--- config.mk ---
export PLATFORM = sky130hd
export DESIGN_NAME = diff_sat_flat
export DESIGN_NICKNAME = d
export VERILOG_FILES = /design/src/rtl/diff_sat_if.sv /design/src/rtl/diff_sat.sv /design/src/flat_wrapper.sv
export SDC_FILE = /design/constraint.sdc
export NUM_CORES = 1
export LEC_CHECK = 0
export CORE_MARGIN = 5
export CORE_UTILIZATION = 35
export DETAILED_ROUTE_END_ITERATION = 10
export PLACE_DENSITY = 0.58
export SYNTH_ARGS = -nofsm -noshare
export SYNTH_HDL_FRONTEND = slang
export SYNTH_SLANG_ARGS = --single-unit
--- constraint.sdc ---
create_clock -name clk -period 4.9 [get_ports clk]
set_input_delay 0.49 -clock clk [delete_from_list [all_inputs] [get_ports clk]]
set_output_delay 0.49 -clock clk [all_outputs]
set_load 0.005 [all_outputs]
--- src/rtl/diff_sat_if.sv ---
// Sample-stream bundle for the saturating comb stage.
// Ports: clear_i, valid_i, x_i (into stage); valid_o, y_o, clip_o, clip_cnt_o (out of stage).
interface diff_sat_if #(
    parameter int DW    = 16,
    parameter int CNT_W = 16
);
    logic                 clear_i;
    logic                 valid_i;
    logic signed [DW-1:0] x_i;
    logic                 valid_o;
    logic signed [DW-1:0] y_o;
    logic                 clip_o;
    logic [CNT_W-1:0]     clip_cnt_o;

    modport slave (
        input  clear_i,
        input  valid_i,
        input  x_i,
        output valid_o,
        output y_o,
        output clip_o,
        output clip_cnt_o
    );

    modport master (
        output clear_i,
        output valid_i,
        output x_i,
        input  valid_o,
        input  y_o,
        input  clip_o,
        input  clip_cnt_o
    );
endinterface

--- src/rtl/diff_sat.sv ---
// Saturating first-difference (comb) stage: y[n] = x[n] - x[n-DELAY], clipped to DW bits.
// Ports: clk, rst_n (sync, active low), bus (diff_sat_if.slave: clear/valid/x in, valid/y/clip/clip_cnt out).
// Optional macro DIFF_SAT_PRIME_EN: until DELAY samples are seen, subtract the first accepted
// sample instead of zero history, so the stream starts without a step transient.
module diff_sat #(
    parameter int DW    = 16,
    parameter int DELAY = 1,
    parameter int CNT_W = 16
) (
    input  logic   clk,
    input  logic   rst_n,
    diff_sat_if.slave bus
);

    localparam int FW = $clog2(DELAY + 1);
    localparam logic [FW-1:0]        FILL_MAX = FW'(DELAY);
    localparam logic signed [DW-1:0] Y_MAX    = {1'b0, {(DW-1){1'b1}}};
    localparam logic signed [DW-1:0] Y_MIN    = {1'b1, {(DW-1){1'b0}}};
    localparam logic [CNT_W-1:0]     CNT_MAX  = '1;

    logic signed [DW-1:0] hist_q [DELAY];
    logic signed [DW-1:0] hist_d [DELAY];
    logic [FW-1:0]        fill_q, fill_d;
    logic                 valid_q;
    logic signed [DW-1:0] y_q, y_d;
    logic                 clip_q, clip_d;
    logic [CNT_W-1:0]     cnt_q, cnt_d;

    logic signed [DW-1:0] oldest;
    logic [DW:0]          diff;
    logic                 ovf;

    // hist_q[0] is the newest sample, hist_q[DELAY-1] is x[n-DELAY]
    always_comb begin
        hist_d[0] = bus.x_i;
        for (int i = 1; i < DELAY; i++) begin
            hist_d[i] = hist_q[i-1];
        end
    end

`ifdef DIFF_SAT_PRIME_EN
    logic signed [DW-1:0] first_q, first_d;

    // During fill the reference is the first sample; on the very
    // first sample that is x_i itself, so the first output is 0.
    always_comb begin
        first_d = first_q;
        if (fill_q == '0) begin
            first_d = bus.x_i;
        end
        if (fill_q == '0) begin
            oldest = bus.x_i;
        end else if (fill_q != FILL_MAX) begin
            oldest = first_q;
        end else begin
            oldest = hist_q[DELAY-1];
        end
    end

    always_ff @(posedge clk) begin
        if (!rst_n) begin
            first_q <= '0;
        end else if (bus.clear_i) begin
            first_q <= '0;
        end else if (bus.valid_i) begin
            first_q <= first_d;
        end
    end
`else
    always_comb begin
        oldest = hist_q[DELAY-1];
    end
`endif

    // One guard bit: overflow shows as the top two bits disagreeing,
    // and the top bit gives the direction of the clip.
    always_comb begin
        diff = {bus.x_i[DW-1], bus.x_i} - {oldest[DW-1], oldest};
        ovf  = diff[DW] ^ diff[DW-1];
        if (!ovf) begin
            y_d = diff[DW-1:0];
        end else if (diff[DW]) begin
            y_d = Y_MIN;
        end else begin
            y_d = Y_MAX;
        end
        clip_d = ovf;
    end

    always_comb begin
        cnt_d = cnt_q;
        if (clip_d && (cnt_q != CNT_MAX)) begin
            cnt_d = cnt_q + 1'b1;
        end
        fill_d = fill_q;
        if (fill_q != FILL_MAX) begin
            fill_d = fill_q + 1'b1;
        end
    end

    always_ff @(posedge clk) begin
        if (!rst_n) begin
            for (int i = 0; i < DELAY; i++) begin
                hist_q[i] <= '0;
            end
            fill_q  <= '0;
            valid_q <= 1'b0;
            y_q     <= '0;
            clip_q  <= 1'b0;
            cnt_q   <= '0;
        end else if (bus.clear_i) begin
            // y_q and clip_q deliberately hold their last value
            for (int i = 0; i < DELAY; i++) begin
                hist_q[i] <= '0;
            end
            fill_q  <= '0;
            valid_q <= 1'b0;
            cnt_q   <= '0;
        end else begin
            valid_q <= bus.valid_i;
            if (bus.valid_i) begin
                for (int i = 0; i < DELAY; i++) begin
                    hist_q[i] <= hist_d[i];
                end
                fill_q <= fill_d;
                y_q    <= y_d;
                clip_q <= clip_d;
                cnt_q  <= cnt_d;
            end
        end
    end

    assign bus.valid_o    = valid_q;
    assign bus.y_o        = y_q;
    assign bus.clip_o     = clip_q;
    assign bus.clip_cnt_o = cnt_q;

endmodule

--- src/flat_wrapper.sv ---
// flat-port wrapper written by rule: the top's interface ports become plain ports
module diff_sat_flat 
#(
    parameter int DW    = 16,
    parameter int DELAY = 1,
    parameter int CNT_W = 16
)
  (clk, rst_n, bus_clear_i, bus_valid_i, bus_x_i, bus_valid_o, bus_y_o, bus_clip_o, bus_clip_cnt_o);
  diff_sat_if #(.DW(DW), .CNT_W(CNT_W)) bus_i ();
  input  logic clk;
  input  logic rst_n;
  input wire logic [$bits(bus_i.clear_i)-1:0] bus_clear_i;
  input wire logic [$bits(bus_i.valid_i)-1:0] bus_valid_i;
  input wire logic [$bits(bus_i.x_i)-1:0] bus_x_i;
  output wire logic [$bits(bus_i.valid_o)-1:0] bus_valid_o;
  output wire logic [$bits(bus_i.y_o)-1:0] bus_y_o;
  output wire logic [$bits(bus_i.clip_o)-1:0] bus_clip_o;
  output wire logic [$bits(bus_i.clip_cnt_o)-1:0] bus_clip_cnt_o;
  assign bus_i.clear_i = bus_clear_i;
  assign bus_i.valid_i = bus_valid_i;
  assign bus_i.x_i = bus_x_i;
  assign bus_valid_o = bus_i.valid_o;
  assign bus_y_o = bus_i.y_o;
  assign bus_clip_o = bus_i.clip_o;
  assign bus_clip_cnt_o = bus_i.clip_cnt_o;
  diff_sat #(.DW(DW), .DELAY(DELAY), .CNT_W(CNT_W)) u_core (.clk(clk), .rst_n(rst_n), .bus(bus_i));
endmodule
Word level (Yosys, flattened, before mapping)
Memory sizes are Yosys's and may differ from the RTL's.
Index checks and enable logic that the tools add are counted.
{ "totals": {"regBits": 34, "ramBits": 16, "input_bits": 20, "out_inout_bits": 34, "mem_count": 1} }
{ "op_classes": {"addsub": 2, "n_eq_ne": 1, "muxes": 14, "bitwise_logic": 3, "n_reduce_logical": 6} }
{ "mem_list": {"columns": ["name", "depth", "word_bits", "read_ports", "rd_clocked_by_memory_dff", "wr", "line_no", "rtl"], "rows": [
  ["u_core.hist_q", 1, 16, 1, 0, 1, "diff_sat.sv:21", "logic signed [DW-1:0] hist_q [DELAY];"]
]} }
{ "ops": {"columns": ["cell", "count"], "rows": [
  ["16-bit two-way mux", 4],
  ["16-bit OR reduction", 2],
  ["16-bit by 16-bit subtractor with 17-bit output", 1],
  ["16-bit by 1-bit adder with 16-bit output (second input constant)", 1],
  ["16-bit != test (second input constant)", 1],
  ["1-bit two-way mux", 10],
  ["2-bit AND reduction", 2],
  ["1-bit NOT", 2],
  ["2-bit OR reduction", 1],
  ["1-bit logical AND", 1],
  ["1-bit XOR", 1]
]} }

Longest topological paths before layout
Gate-level depths: netlist (run 1).
{ "logic_depth": {"ltp_word": 6, "depth_mapped": 13} }

Worst setup path after synthesis (run 1)
Ideal clock, no wire load.
{ "synth_path": {"path_type": "input to register", "startpoint": "in bus_x_i[0]", "endpoint": "reg u_core.cnt_q[9] (netlist: u_core.bus.clip_cnt_o[9])", "setup_time_ps": 116, "arrival_ps": 2861, "required_time_ps": 4784, "path_slack_ps": 1923, "cell_stages": 13, "path_cell_list": "inv_1 ha_1 fa_1 nand2b_1 a21o_1 a211oi_1 a211oi_1 or2_1 buf_2 a211oi_4 buf_4 a31oi_1 a41o_1"} }
{ "synth_between": {"elab_chain_cells": 4} }
{ "synth_rtl": {"columns": ["element", "line_no", "rtl"], "rows": [
  ["start: declaration", "flat_wrapper.sv:14", "input wire logic [$bits(bus_i.x_i)-1:0] bus_x_i;"],
  ["16-bit by 16-bit subtractor with 17-bit output", "diff_sat.sv:78", "diff = {bus.x_i[DW-1], bus.x_i} - {oldest[DW-1], oldest};"],
  ["1-bit XOR", "diff_sat.sv:79", "ovf = diff[DW] ^ diff[DW-1];"],
  ["1-bit logical AND", "diff_sat.sv:92", "if (clip_d && (cnt_q != CNT_MAX)) begin"],
  ["2-bit AND reduction (no source line)", null, null],
  ["end signal: assignment", "diff_sat.sv:128", "cnt_q <= cnt_d;"],
  ["end: declaration", "diff_sat.sv:27", "logic [CNT_W-1:0] cnt_q, cnt_d;"]
]} }
No other way between the ends.
A chain may end at the register's enable or synchronous reset.

Worst setup path after layout (run 1)
{ "layout_path": {"startpoint": "in bus_x_i[0]", "endpoint": "reg u_core.cnt_q[2] (netlist: u_core.bus.clip_cnt_o[2])"} }
Same word-level chain as after synthesis.

==> results by group, run 1 <==
CTS
  • H-tree depth: 2
  • Num Clock Sinks: 50
  • Number of buffers created by CTS: 5
  • Cts hold-fix bufs: 0
  • Clock transition at path regs: 0.10 ns
  • CTS tree: yes
  • CTS max path bufs: 2
  • CTS root buf: clkbuf_8
  • Post-cts gate resize count: 0
  • Setup bufs post-CTS: 0
  • Skew-Pair Late Insertion Delay: 0.30 ns

STA
  • Slew headroom: 51.3%
  • FMAX: between 0.2 and 0.3 GHz
  • Count of final hold-check violations: 0
  • Setup repair after global routing missed its margin: false
  • Final min period: 3.59 ns
  • Total negative slack: 0 ns
  • Clk_skew: slightly above 0.009 ns
  • Final Max Tran Viols: 0
  • Worst Tran Pin Value: ~0.73 ns
  • Post-route clock period utilization: between 70% and 80%
  • Setup violators final: 0

GRT
  • Largest net degree at the start of global routing: 39
  • GRT Overall Usage: 14.5%
  • Initial antenna violation count: 0
  • GRT overflow: 0
  • Vias in the first global route: 2848
  • First-pass GRT wire length: 13.5 mm

Routing
  • Post-DR wirelength/cell: roughly 15 um
  • DRC Markers: 0
  • Drt initial violations: 115
  • Final wirelength: 7.92 mm
  • Vias per Instance: 5.42
  • Drt first pass iters: 4
  • Via count: approximately 2800
  • Post-DRT Antenna Nets: 0

Floorplanning
  • Rows: 34
  • Chip width: 105 um
  • Core region area: 0.00876 mm^2
  • Die Footprint: 0.0111 mm^2
  • I/O pin count: 54
  • DIE HEIGHT: 105 um
  • Initial core utilization: 36.3%

Synth
  • Post-synthesis sequential area ratio: 36.5%
  • Mapped Avg Cell Area: 8.61 um^2
  • Syn nets: between 400 and 500
  • Synth Warn #: 0
  • Unique masters post-synth: 52
  • Most used DFF post-synth: dfxtp_1
  • Mux contribution to synthesized area: 0.945%
  • Post-synthesis simple-gate area fraction: around a fifth
  • Syn Inst Count: 369
  • Synth Register Bits: 50
  • Synth Area in Compound Gates: 22.1%
  • Largest family of logic cells by synthesized area: compound AO/OA/AOI/OAI gates
  • Async SR Flop Fraction: 0%
  • Post-synth EDFFs: 16
  • Post-synthesis xor/xnor area fraction: around 3.8%
  • Cell Area, Synth: 0.00318 mm^2
  • Adder-cell share of the synthesized area: 9.85%

Critical path
  • Crit path DAT: approximately 3.8 ns
  • Critical path type: input pin to register
  • Max Fanout on Critical Path: 14
  • Worst path required time: just over 5 ns
  • Crit end category: register
  • Startpoint Class: input pin

Finish
  • Final net count: 448
  • P&R area growth vs syn: 21.0%
  • Fill cells: 913
  • Area of the multi-input gates: 0.00182 mm^2
  • Ant diodes: 0
  • FF+latch area: 0.00116 mm^2
  • Non-filler cells, final: 519
  • Layout cells sized above 1: 5.35%

Place
  • Dpl hpwl: 5.78 mm
  • Port bufs: 53
  • Dpl cells: 511
  • Placer Congestion: 0.821

Run
  • Max-Cap Viols: 0

Status
  • Status: finished clean

Power and ir drop
  • Leakage: 1.47 nW
  • Power density over the cells: 266 mW/mm^2
  • VDD IR max: approximately 0.00014 V

Worst hold path
  • Hold Path Class: register to register
## sequential cells by signal, indices dropped and copies added (netlist names)
signal and cells:
u_core.bus.clip_cnt_o 16, u_core.bus.valid_o 1, u_core.hist_q 16, u_core.bus.clip_o 1, u_core.bus.y_o 16
## cells in the final DEF, fill, tap and decap left out, types with 16 or more instances in the layout
master,n
dfxtp_1,34
and3_1,16
nor2_1,31
nand2_1,24
o21ai_0,23
ha_1,17
edfxtp_1,16
inv_1,23
clkdlybuf4s50_1,53
a21oi_1,33
## report_power, final
| part | switching, mW | internal (mW) | leakage, nW | total [mW] |
|---|---|---|---|---|
| combinational | 0.170 | 0.134 | 0.958 | 0.305 |
| clock | 0.146 | 0.114 | 0.0515 | 0.260 |
| sequential | 0.00950 | 0.448 | 0.461 | 0.458 |
| total | 0.326 | 0.697 | 1.47 | 1.02 |
## final timing paths
path / from / slack, ns / to / depth (start not counted)
max: bus_x_i[0] / 1.31 / u_core.bus.clip_cnt_o[2]$_SDFFE_PP0P_ / 12
min: u_core.bus.y_o[6]$_SDFFE_PN0P_ / 0.47 / u_core.bus.y_o[6]$_SDFFE_PN0P_ / 2
max reg2reg: u_core.hist_q[0][13]$_SDFFCE_PN0P_ / 1.61 / u_core.bus.clip_cnt_o[2]$_SDFFE_PP0P_ / 10
min reg2reg: u_core.bus.y_o[6]$_SDFFE_PN0P_ / 0.47 / u_core.bus.y_o[6]$_SDFFE_PN0P_ / 2
## per-layer routing
| layer | track usage (%) | part of all wire, % |
|---|---|---|
| met4 | 2.74 | 0.61 |
| met1 | 18.2 | 45 |
| met5 | 0 | 0 |
| met3 | 3.30 | 4.2 |
| met2 | 25.4 | 50 |
## critical path, stage by stage
cell,delay (ns)
clkdlybuf4s50_1,0.45
inv_1,0.05
ha_1,0.22
fa_1,0.40
nand2b_1,0.18
a21o_1,0.19
a211oi_1,0.25
a211oi_1,0.12
or2_1,0.39
a211oi_4,0.63
a21oi_1,0.16
a31o_2,0.24
## cell families after synthesis
group           count (synthesis)
simple gates                  127
compound gates                106
buf+inv                        44
flops                          50
mux                             3
fa+ha+maj                      26
xor+xnor                       13
## layout make-up
type,instances,share of cell area [%]
Clock buffer,6,2.15
Multi-Input combinational cell,275,47.4
Clock inverter,2,0.293
Inverter,23,2.25
Tap cell,108,3.51
Sequential cell,50,30.2
Timing Repair Buffer,55,14.2
## synthesized netlist by cell type, drive strengths merged, types with 9 or more instances
cell type / n / share of area, %
inv: 23 / 2.7
xnor2: 10 / 3.0
dfxtp: 34 / 21
a211oi: 12 / 3.2
ha: 17 / 6.7
and3: 16 / 3.2
nand3: 9 / 1.4
nand2b: 9 / 1.8
edfxtp: 16 / 15
o21ai: 23 / 3.6
clkbuf: 13 / 1.5
nand2: 24 / 2.8
nor2: 31 / 3.7
a21oi: 34 / 5.5
## through the flow
stage	setup slack [ns]	utilization [%]	hold slack, ns	area, um^2	power, mW
after CTS	1.34	43.9	0.479	3840	1.04
after detailed placement	1.03	42.8	0.465	3750	0.774
after global routing	1.11	43.9	0.499	3840	1.09
after floorplan	1.92	-	0.448	3180	0.686
after global placement	1.16	42.8	0.452	3750	0.771
final	1.31	43.9	0.473	3840	1.02
(Power assumes the default switching activity.)
==> inputs of run 2 (changes only) <==
==> constraint.sdc (replaced) <==
create_clock -name clk -period 3.4 [get_ports clk]
set_input_delay 0.34 -clock clk [delete_from_list [all_inputs] [get_ports clk]]
set_output_delay 0.34 -clock clk [all_outputs]
set_load 0.005 [all_outputs]
==> results by group, run 2 (synthesis gave the netlist of run 1 again) <==
Status
  • Status: finished clean (unchanged)

Finish
  • P&R area growth vs syn: 23.8% (was 21.0%)
  • Most common cell after layout, fill and taps aside: clkdlybuf4s50_1 (unchanged)
  • Layout cells sized above 1: 7.60% (was 5.35%)
  • Area of the multi-input gates: 0.00182 mm^2 (unchanged)
  • Final net count: 458 (was 448)
  • Design area: 0.00393 mm^2 (was 0.00384 mm^2)
  • FF+latch area: 0.00116 mm^2 (unchanged)
  • Most frequent cells in the layout: 53 x clkdlybuf4s50_1, 34 x dfxtp_1, 33 x a21oi_1, 31 x nor2_1, 24 x nand2_1 (unchanged)
  • Fill cells: 911 (was 913)
  • Ant diodes: 0 (unchanged)

GRT
  • Vias in the first global route: 2835 (was 2848)
  • GRT Overall Usage: 14.8% (was 14.5%)
  • Initial antenna violation count: 0 (unchanged)
  • Largest net degree at the start of global routing: 39 (unchanged)
  • First-pass GRT wire length: 13.8 mm (was 13.5 mm)
  • GRT overflow: 0 (unchanged)

STA
  • Final min period: 3.15 ns
  • FMAX: about 0.32 GHz
  • Setup repair after global routing missed its margin: false (unchanged)
  • Clk_skew: 0.0115 ns (was 0.00927 ns)
  • Post-route clock period utilization: 92.7%
  • Total negative slack: 0 ns (unchanged)
  • Slew headroom: 55.5% (was 51.3%)
  • Worst Tran Pin Value: 0.659 ns (was 0.727 ns)
  • Setup violators final: 0 (unchanged)
  • Count of final hold-check violations: 0 (unchanged)
  • Final Max Tran Viols: 0 (unchanged)

Routing
  • Final wirelength: 8.21 mm (was 7.92 mm)
  • Vias per Instance: 5.38 (was 5.42)
  • Post-DR wirelength/cell: 15.5 um (was 15.3 um)
  • Via count: 2845 (was 2814)
  • Drt first pass iters: 4 (unchanged)
  • Drt initial violations: 62 (was 115)
  • Post-DRT Antenna Nets: 0 (unchanged)
  • DRC Markers: 0 (unchanged)

CTS
  • Setup bufs post-CTS: 0 (unchanged)
  • CTS tree: yes (unchanged)
  • CTS max path bufs: 2 (unchanged)
  • Number of buffers created by CTS: 5 (unchanged)
  • Post-cts gate resize count: 0 (unchanged)
  • Num Clock Sinks: 50 (unchanged)
  • H-tree depth: 2 (unchanged)
  • Cts hold-fix bufs: 0 (unchanged)
  • Skew-Pair Late Insertion Delay: 0.31 ns (was 0.30 ns)
  • CTS root buf: clkbuf_8 (unchanged)
  • Clock transition at path regs: 0.09 ns (was 0.10 ns)

Worst hold path
  • Worst hold path depth: 2 (unchanged)
  • Hold Path Class: register to register (unchanged)

Floorplanning
  • Initial core utilization: 36.3% (unchanged)
  • Rows: 34 (unchanged)
  • I/O pin count: 54 (unchanged)
  • Core region area: 0.00876 mm^2 (unchanged)
  • Chip width: 105 um (unchanged)
  • DIE HEIGHT: 105 um (unchanged)
  • Die Footprint: 0.0111 mm^2 (unchanged)

Place
  • Dpl hpwl: 6.01 mm (was 5.78 mm)
  • Post-DP Area: 0.00384 mm^2 (was 0.00375 mm^2)
  • Port bufs: 53 (unchanged)
  • Placer Congestion: 0.861 (was 0.821)

Critical path
  • Critical path type: input pin to register (unchanged)
  • Startpoint Class: input pin (unchanged)
  • Worst path required time: 3.59 ns (was 5.10 ns)
  • Crit path DAT: 3.34 ns (was 3.79 ns)
  • Reg2reg path depth: 10 (unchanged)
  • Crit end category: register (unchanged)
  • Max Fanout on Critical Path: 12 (was 14)

Power and ir drop
  • Power density over the cells: 383 mW/mm^2 (was 266 mW/mm^2)
  • Total design power: 1.50 mW (was 1.02 mW)
  • Leakage: 1.52 nW (was 1.47 nW)
  • VDD IR max: 0.000175 V (was 0.000138 V)

Run
  • Max-Cap Viols: 0 (unchanged)
-- run 2: metrics by stage --
stage          hold WS [ns]  std cells  setup slack [ns]  utilization (%)
3_3_place_gp          0.455        521            0.0815             43.8
2_1_floorplan         0.448        369             0.573                -
4_1_cts               0.467        529             0.271             44.9
5_1_grt               0.491        529            0.0797             44.9
6_report              0.465        529             0.247             44.9
3_5_place_dp          0.454        521           -0.0642             43.8
-- run 2: final cells by class --
| class | count | area share, % |
|---|---|---|
| Sequential cell | 50 | 29.5 |
| Timing Repair Buffer | 65 | 16.1 |
| Tap cell | 108 | 3.44 |
| Inverter | 23 | 2.20 |
| Clock buffer | 6 | 2.10 |
| Multi-Input combinational cell | 275 | 46.4 |
| Clock inverter | 2 | 0.286 |
-- run 2: final timing paths --
kind / startpoint / to / slack, ns
max: bus_x_i[0] / u_core.bus.clip_cnt_o[12]$_SDFFE_PP0P_ / 0.25
min: u_core.bus.y_o[6]$_SDFFE_PN0P_ / u_core.bus.y_o[6]$_SDFFE_PN0P_ / 0.46
max reg2reg: u_core.hist_q[0][13]$_SDFFCE_PN0P_ / u_core.bus.clip_cnt_o[12]$_SDFFE_PP0P_ / 0.38
min reg2reg: u_core.bus.y_o[6]$_SDFFE_PN0P_ / u_core.bus.y_o[6]$_SDFFE_PN0P_ / 0.46
-- run 2: metal layers --
| metal | track usage, % | vias up | routed length (um) |
|---|---|---|---|
| met4 | 4.47 | 0 | 112 |
| met3 | 3.00 | 10 | 313 |
| met1 | 18.9 | 1345 | 3840 |
| li1 | - | 1443 | - |
| met2 | 25.3 | 47 | 3940 |
| met5 | 0 | - | 0 |
-- run 2: where the power goes --
part	switching, mW	internal, mW
logic	0.251	0.215
registers	0.0141	0.646
clock network	0.213	0.165
-- run 2: critical path: stages --
cell             delay (ns)
clkdlybuf4s50_1        0.46
inv_1                  0.05
ha_1                   0.22
fa_1                   0.39
nand2b_1               0.19
a21o_1                 0.18
a211oi_1               0.24
a211oi_1               0.12
or2_1                  0.32
a21o_1                 0.31
o311ai_0               0.38
o41ai_1                0.13
==> inputs of run 3 (changes only) <==
--- a/config.mk
+++ b/config.mk
@@ -6,9 +6,9 @@
 export NUM_CORES = 1
 export LEC_CHECK = 0
 export CORE_MARGIN = 5
-export CORE_UTILIZATION = 35
+export CORE_UTILIZATION = 54
 export DETAILED_ROUTE_END_ITERATION = 10
-export PLACE_DENSITY = 0.58
+export PLACE_DENSITY = 0.82
 export SYNTH_ARGS = -nofsm -noshare
 export SYNTH_HDL_FRONTEND = slang
 export SYNTH_SLANG_ARGS = --single-unit
==> results by group, run 3 (synthesis gave the netlist of run 1 again) <==
Status
  • Status: finished clean (unchanged)

Critical path
  • Worst path required time: 3.59 ns (about the same)
  • Critical Path Max Stage Delay: 0.45 ns (was 0.46 ns)
  • CP cell instances: clkdlybuf4s50_1 > inv_1 > ha_1 > fa_1 > nand2b_1 > a21o_1 > a211oi_1 > a211oi_1 > or2_1 > a21o_1 > o311ai_0 > o41ai_1 (unchanged)
  • Reg2reg path depth: 10 (unchanged)
  • Worst path slowest cell: clkdlybuf4s50_1 (unchanged)
  • Worst r2r src: u_core.hist_q[0][0]$_SDFFCE_PN0P_ (was u_core.hist_q[0][13]$_SDFFCE_PN0P_)
  • Startpoint Class: input pin (unchanged)
  • Critical path type: input pin to register (unchanged)
  • R2r setup slk: 0.38 ns (about the same)
  • Max Fanout on Critical Path: 12 (unchanged)
  • Crit path DAT: 3.36 ns (was 3.34 ns)
  • R2r endpoint: u_core.bus.clip_cnt_o[12]$_SDFFE_PP0P_ (unchanged)
  • Crit end category: register (unchanged)

Finish
  • Final net count: 456 (was 458)
  • FF+latch area: 0.00116 mm^2 (unchanged)
  • Design area: 0.00390 mm^2 (was 0.00393 mm^2)
  • Most frequent cells in the layout: 53 x clkdlybuf4s50_1, 34 x dfxtp_1, 33 x a21oi_1, 31 x nor2_1, 24 x nand2_1 (unchanged)
  • Most common cell after layout, fill and taps aside: clkdlybuf4s50_1 (unchanged)
  • Layout cells sized above 1: 7.16% (was 7.60%)
  • Non-filler cells, final: 494 (was 529)
  • P&R area growth vs syn: 22.7% (was 23.8%)
  • Fin util: 67.0% (was 44.9%)
  • Ant diodes: 0 (unchanged)
  • Area of the multi-input gates: 0.00182 mm^2 (unchanged)
  • Fill cells: 496 (was 911)

Worst hold path
  • Hold Path Origin: u_core.bus.y_o[6]$_SDFFE_PN0P_ (unchanged)
  • Hold Path Class: register to register (unchanged)
  • Worst hold endpoint: u_core.bus.y_o[6]$_SDFFE_PN0P_ (unchanged)
  • Worst hold path depth: 2 (unchanged)

Floorplanning
  • Core region area: 0.00582 mm^2 (was 0.00876 mm^2)
  • I/O pin count: 54 (unchanged)
  • DIE HEIGHT: 86.7 um (was 105 um)
  • Die Footprint: 0.00752 mm^2 (was 0.0111 mm^2)
  • Chip width: 86.7 um (was 105 um)
  • Initial core utilization: 54.6% (was 36.3%)
  • Rows: 28 (was 34)

Place
  • Dpl hpwl: 5.62 mm (was 6.01 mm)
  • Dpl cells: 486 (was 521)
  • Port bufs: 53 (unchanged)
  • Placer Congestion: 0.923 (was 0.861)
  • Post-DP Area: 0.00378 mm^2 (was 0.00384 mm^2)

CTS
  • CTS max path bufs: 2 (unchanged)
  • Clock transition at path regs: 0.10 ns (was 0.09 ns)
  • Post-cts gate resize count: 0 (unchanged)
  • CTS tree: yes (unchanged)
  • Num Clock Sinks: 50 (unchanged)
  • H-tree depth: 2 (unchanged)
  • Cts hold-fix bufs: 0 (unchanged)
  • Setup bufs post-CTS: 0 (unchanged)
  • Skew-Pair Late Insertion Delay: 0.31 ns (about the same)
  • CTS root buf: clkbuf_8 (unchanged)
  • Number of buffers created by CTS: 5 (unchanged)

STA
  • Slew headroom: 57.6% (was 55.5%)
  • FMAX: 0.316 GHz (was 0.317 GHz)
  • Final min period: 3.17 ns (was 3.15 ns)
  • Worst Tran Pin Value: 0.628 ns (was 0.659 ns)
  • Post-route clock period utilization: 93.2% (was 92.7%)
  • Setup repair after global routing missed its margin: false (unchanged)
  • Worst hold slack: 0.466 ns (was 0.465 ns)
  • Final Max Tran Viols: 0 (unchanged)
  • Setup violators final: 0 (unchanged)
  • Count of final hold-check violations: 0 (unchanged)
  • Clk_skew: 0.00595 ns (was 0.0115 ns)

Routing
  • Post-DR wirelength/cell: 15.5 um (about the same)
  • Drt first pass iters: 4 (unchanged)
  • Final wirelength: 7.65 mm (was 8.21 mm)
  • Vias per Instance: 5.91 (was 5.38)
  • Post-DRT Antenna Nets: 0 (unchanged)
  • DRC Markers: 0 (unchanged)
  • Drt initial violations: 136 (was 62)
  • Via count: 2918 (was 2845)

Power and ir drop
  • VDD IR max: 0.000223 V (was 0.000175 V)
  • Gate power share: 30.0% (was 31.0%)
  • Switching part of the total: 30.7% (was 31.8%)
  • Leakage: 1.52 nW (about the same)
  • Clk pwr share: 27.3% (was 25.1%)
  • P_sw: 0.474 mW (was 0.478 mW)
  • Power density over the cells: 396 mW/mm^2 (was 383 mW/mm^2)
  • Pint: 1.07 mW (was 1.03 mW)
  • Seq pwr share: 42.7% (was 43.9%)

GRT
  • Initial antenna violation count: 0 (unchanged)
  • GRT overflow: 0 (unchanged)
  • First-pass GRT wire length: 13.0 mm (was 13.8 mm)
  • GRT Overall Usage: 21.2% (was 14.8%)
  • Largest net degree at the start of global routing: 39 (unchanged)
  • Vias in the first global route: 2902 (was 2835)

Run
  • Max-Cap Viols: 0 (unchanged)
run 3: cell types whose count changed in the layout (fill, tap and decap cells not counted), sizes merged:
cell / previous run / this run
buf: 12 / 10
clkbuf: 6 / 7
clkinv: 1 / 0
run 3: worst max-delay path: cells and delay by family:
| kind | cells | cell delay, ns |
|---|---|---|
| AO/OA/AOI/OAI | 6 | 1.37 |
| buffers and inverters | 2 | 0.50 |
| adder cells (fa/ha/maj) | 2 | 0.63 |
| AND/OR/NAND/NOR | 2 | 0.52 |
run 3: metal layers:
metal	vias up	GRT usage [%]	wire length (um)
li1	1447	-	-
met1	1372	25.5	3240
met2	87	38.4	3930
met3	12	3.90	368
met4	0	5.95	117
met5	-	0	0
run 3: final cells by class:
class | instances | share of cell area, %
clock inverter | 1 | 0.225
inverter | 23 | 2.21
sequential | 50 | 29.8
multi-input combinational | 275 | 46.8
timing repair buffer | 63 | 15.9
clock buffer | 7 | 2.76
tap | 75 | 2.41
run 3: metrics by stage:
| stage | worst slack, ns | setup TNS, ns | power (mW) |
|---|---|---|---|
| after floorplan | 0.573 | 0 | 0.989 |
| after global placement | 0.107 | 0 | 1.12 |
| after detailed placement | -0.0841 | -0.341 | 1.13 |
| after CTS | 0.258 | 0 | 1.55 |
| after global routing | 0.117 | 0 | 1.63 |
| final | 0.232 | 0 | 1.55 |
run 3: worst max-delay path by stage:
stage / startpoint / slack (ns) / to
floorplan: bus_x_i[0] / 0.57 / u_core.bus.clip_cnt_o[9]$_SDFFE_PP0P_
global route: bus_x_i[0] / 0.12 / u_core.bus.clip_cnt_o[12]$_SDFFE_PP0P_
detailed placement: bus_x_i[0] / -0.08 / u_core.bus.clip_cnt_o[12]$_SDFFE_PP0P_
CTS: bus_x_i[0] / 0.26 / u_core.bus.clip_cnt_o[12]$_SDFFE_PP0P_
global placement: bus_x_i[0] / 0.11 / u_core.bus.clip_cnt_o[12]$_SDFFE_PP0P_
finish: bus_x_i[0] / 0.23 / u_core.bus.clip_cnt_o[12]$_SDFFE_PP0P_
run 3: power by group through the flow:
stage	sequential, mW	combinational (mW)	clock (mW)
after global placement	0.673	0.446	0
after CTS	0.661	0.461	0.432
final	0.660	0.463	0.422
after floorplan	0.673	0.315	0
after detailed placement	0.674	0.457	0
after global routing	0.665	0.510	0.457
==> RTL change 1: new RTL, flow settings as in run 1 <==
`CNT_W` is set to 16 in 3 places; all go to 32.
--- a/src/rtl/diff_sat_if.sv
+++ b/src/rtl/diff_sat_if.sv
@@ -3,5 +3,5 @@
 interface diff_sat_if #(
     parameter int DW    = 16,
-    parameter int CNT_W = 16
+    parameter int CNT_W = 32
 );
     logic                 clear_i;
--- a/src/rtl/diff_sat.sv
+++ b/src/rtl/diff_sat.sv
@@ -6,5 +6,5 @@
     parameter int DW    = 16,
     parameter int DELAY = 1,
-    parameter int CNT_W = 16
+    parameter int CNT_W = 32
 ) (
     input  logic   clk,
--- a/src/flat_wrapper.sv
+++ b/src/flat_wrapper.sv
@@ -4,5 +4,5 @@
     parameter int DW    = 16,
     parameter int DELAY = 1,
-    parameter int CNT_W = 16
+    parameter int CNT_W = 32
 )
   (clk, rst_n, bus_clear_i, bus_valid_i, bus_x_i, bus_valid_o, bus_y_o, bus_clip_o, bus_clip_cnt_o);
Ports: changed (resized bus_clip_cnt_o); port bits go from 54 to 70. No check against the original RTL was run, so the function may have changed too.
==> RTL change 1 against run 1 <==
- synthesized area is 31% higher
- setup slack worse by 0.087 ns
- routed wire length grew 40%
- sequential share of layout area shrank 2.1 points
- count of clock-buffer cells in the layout rose by 9
- sequential power increased by 29%
- core utilization up 1.7 points
- non-clock buffer count grew 20
- clock power grew 140%
- total power increased by 55%
- sequential cell count up 16
- cell area up 37%
- critical endpoint is now u_core.bus.clip_cnt_o[18]
- largest power group is now clock
==> RTL change 1: results <==
export IMPL_gp_congestion=0.816
export IMPL_synth_common_cells="dfxtp_1, nand2_1, a21oi_1"
export IMPL_ir_drop_mv=0.126
export IMPL_synth_fa_ha_area_frac=0.0703
export IMPL_grt_pass1_vias=3663
export IMPL_yosysSeqAreaShare=0.356
export IMPL_avgViaCountPerCell=5.44
export IMPL_drive_gt1_frac=0.0571
export IMPL_fin_nets=593
export IMPL_wl_met2_mm=4.98
export IMPL_clk_pin_slew_worst_paths_ns=0.05
export IMPL_synth_compound_area_frac=0.211
export IMPL_wl_met1_mm=5.40
export IMPL_route_met3_wl_um=448
export IMPL_leakage_nw=1.94
export IMPL_clk_latency_ns=0.34
export IMPL_status="complete, no violations"
export IMPL_grtUsageMet2=0.249
export IMPL_root_buffer="clkbuf_16"
export IMPL_cp_slowest_stage_delay_ns=0.48
export IMPL_reg2reg_slack_ns=1.54
export IMPL_grt_pass1_wl_mm=18.6
export IMPL_synth_xor_area_frac=0.0189
export IMPL_arrival_ns=3.95
export IMPL_synthesis_nets=534
export IMPL_cts_htree_levels=3
export IMPL_fin_worst_skew_ns=0.00345
[RTL change 1: changes by cell type after synthesis, moves of 9 or more]
cell,change
nand2_1,+23
dfxtp_1,+16
mux2i_1,+14
a21oi_1,+13
nand2b_1,+13
nand4_1,+11
o21ai_0,+10
clkbuf_1,+9
[RTL change 1: area by class of cell]
class,count,area (um2),area share
inverter,30,113,0.0214
sequential,66,1480,0.281
clock buffer,15,289,0.0549
tap,143,179,0.0340
multi-input combinational,373,2460,0.468
timing repair buffer,75,736,0.140
clock inverter,1,5.00,0.000950
[RTL change 1: how the worst min path moves through the flow]
| stage | startpoint | to | slack [ns] |
|---|---|---|---|
| finish | u_core.bus.clip_cnt_o[15] | u_core.bus.clip_cnt_o[15] | 0.49 |
| global placement | u_core.bus.clip_cnt_o[15] | u_core.bus.clip_cnt_o[15] | 0.47 |
| detailed placement | u_core.bus.clip_cnt_o[11] | u_core.bus.clip_cnt_o[11] | 0.48 |
| global route | u_core.bus.clip_cnt_o[30] | u_core.bus.clip_cnt_o[30] | 0.53 |
| CTS | u_core.bus.clip_cnt_o[15] | u_core.bus.clip_cnt_o[15] | 0.49 |
| floorplan | u_core.bus.clip_cnt_o[11] | u_core.bus.clip_cnt_o[11] | 0.47 |
[RTL change 1: stage by stage]
stage,area [um2],setup WS (ns),total power [mW],cells,util
3_3_place_gp,4970,0.930,0.955,687,0.430
2_1_floorplan,4170,2.05,0.850,496,-
3_5_place_dp,4970,0.861,0.958,687,0.430
6_report,5270,1.22,1.58,703,0.455
5_1_grt,5270,0.918,1.67,703,0.455
4_1_cts,5270,1.20,1.60,703,0.455
[RTL change 1: where the power goes]
group	internal, mW	switching [mW]	total (mW)
sequential	0.579	0.0103	0.589
combinational	0.141	0.219	0.360
clock	0.400	0.230	0.631
total	1.12	0.460	1.58
==> RTL change 2: new RTL, config.mk and constraints of run 1 <==
Made on the original files. Add a define of `DIFF_SAT_PRIME_EN`.
--- a/src/rtl/diff_sat.sv
+++ b/src/rtl/diff_sat.sv
@@ -3,4 +3,6 @@
 // Optional macro DIFF_SAT_PRIME_EN: until DELAY samples are seen, subtract the first accepted
 // sample instead of zero history, so the stream starts without a step transient.
+`define DIFF_SAT_PRIME_EN
+
 module diff_sat #(
     parameter int DW    = 16,
Formal check against the unedited RTL: not equivalent (Yosys sat finds a counterexample within 4 cycles, from zero or initial values and one cycle with rst_n low).
==> RTL change 2 against run 1 <==
- routed wire length grew 8.0%
- clock skew grew 0.0031 ns
- non-clock buffer count grew 3
- cell area grew 12%
- synthesized area grew 12%
- largest cell class unchanged
- setup slack lost 0.041 ns
- total power grew 9.7%
- sequential cell count grew 1
- synthesized cell count grew 7.6%
- via count grew 7.7%
==> RTL change 2: results <==
export IMPL_yosysSeqAreaShare=0.331
export IMPL_tightest_slew_ns=0.937
export IMPL_cp_slowest_stage_delay_ns=0.89
export IMPL_cts_resized=0
export IMPL_ir_drop_mv=0.129
export IMPL_synth_compound_area_frac=0.178
export IMPL_fin_nets=475
export IMPL_grt_usage=0.138
export IMPL_crit_path_top_delay_cell="nor3_2"
export IMPL_status="complete, no violations"
export IMPL_fin_worst_skew_ns=0.0124
export IMPL_post_synth_cell_area_avg_um2=8.99
export IMPL_drive_gt1_frac=0.0525
export IMPL_drtIter0Drc=161
export IMPL_grt_max_degree=51
export IMPL_post_synth_num_cell_types=49
export IMPL_arrival_ns=3.87
export IMPL_hpwlAfterDp_mm=6.08
export IMPL_io_buffers=53
export IMPL_grt_pass1_vias=2867
export IMPL_drt_first_pass_iters=4
export IMPL_dp_cells=563
export IMPL_placed_cell_area_um2=4200
export IMPL_critPathMaxFanout=19
export IMPL_wl_per_cell_um=15.0
export IMPL_synth_area_leaders="dfxtp_1, edfxtp_1, mux2i_1"
export IMPL_ys_warnings_count=0
export IMPL_route_vias_total=3031
export IMPL_routed_wl_mm=8.55
export IMPL_synth_common_cells="mux2i_1, dfxtp_1, o21ai_0"
export IMPL_synth_fa_ha_area_frac=0.104
export IMPL_synth_xor_area_frac=0.0417
export IMPL_synthesis_nets=435
export IMPL_pre_cts_ws_ns=0.984
export IMPL_synth_mux_area_frac=0.126
export IMPL_grt_pass1_wl_mm=14.4
export IMPL_gp_congestion=0.824
export IMPL_switching_power_uw=349
export IMPL_cpLargestDelayFamily="simple AND/OR/NAND/NOR gates"
export IMPL_leakage_nw=1.61
==> RTL change 2: power groups by stage <==
stage / Clock [mW] / Sequential, mW / Combinational, mW
finish: 0.298 / 0.468 / 0.356
CTS: 0.308 / 0.468 / 0.360
detailed placement: 0 / 0.478 / 0.358
global placement: 0 / 0.477 / 0.356
global route: 0.328 / 0.471 / 0.394
floorplan: 0 / 0.477 / 0.259
==> RTL change 2: logic make-up (layout without fill, tap and decap cells) <==
| group | Yosys count | count (layout) |
|---|---|---|
| AOI/OAI and AO/OA | 102 | 102 |
| DFF | 51 | 51 |
| adders and majority gates | 32 | 32 |
| and+or+nand+nor | 121 | 121 |
| buffers and inverters | 32 | 73 |
| muxes | 45 | 45 |
| xor gates and xnor gates | 14 | 14 |
==> RTL change 2: worst paths after layout <==
check                             endpoint  slack, ns               from
setup reg to reg  u_core.bus.clip_cnt_o[1]       1.27      u_core.fill_q
setup / recovery  u_core.bus.clip_cnt_o[1]       1.27      u_core.fill_q
hold reg to reg          u_core.bus.clip_o       0.47  u_core.bus.clip_o
hold / removal           u_core.bus.clip_o       0.47  u_core.bus.clip_o
==> RTL change 2: cell type report <==
class | instances | area (um2)
repair buffers | 58 | 568
well taps | 133 | 166
clock buffers | 6 | 72.6
clock inverters | 2 | 36.3
multi-input cells | 314 | 2260
fillers | 971 | 5550
flip-flops and latches | 51 | 1180
inverters | 7 | 26.3
==> RTL change 2: layer usage <==
| metal | share of wire | global-route usage | vias to the layer above |
|---|---|---|---|
| li1 | - | - | 1537 |
| met5 | 0 | 0 | - |
| met4 | 0.0059 | 0.0279 | 0 |
| met2 | 0.45 | 0.219 | 87 |
| met3 | 0.053 | 0.0317 | 4 |
| met1 | 0.49 | 0.192 | 1403 |
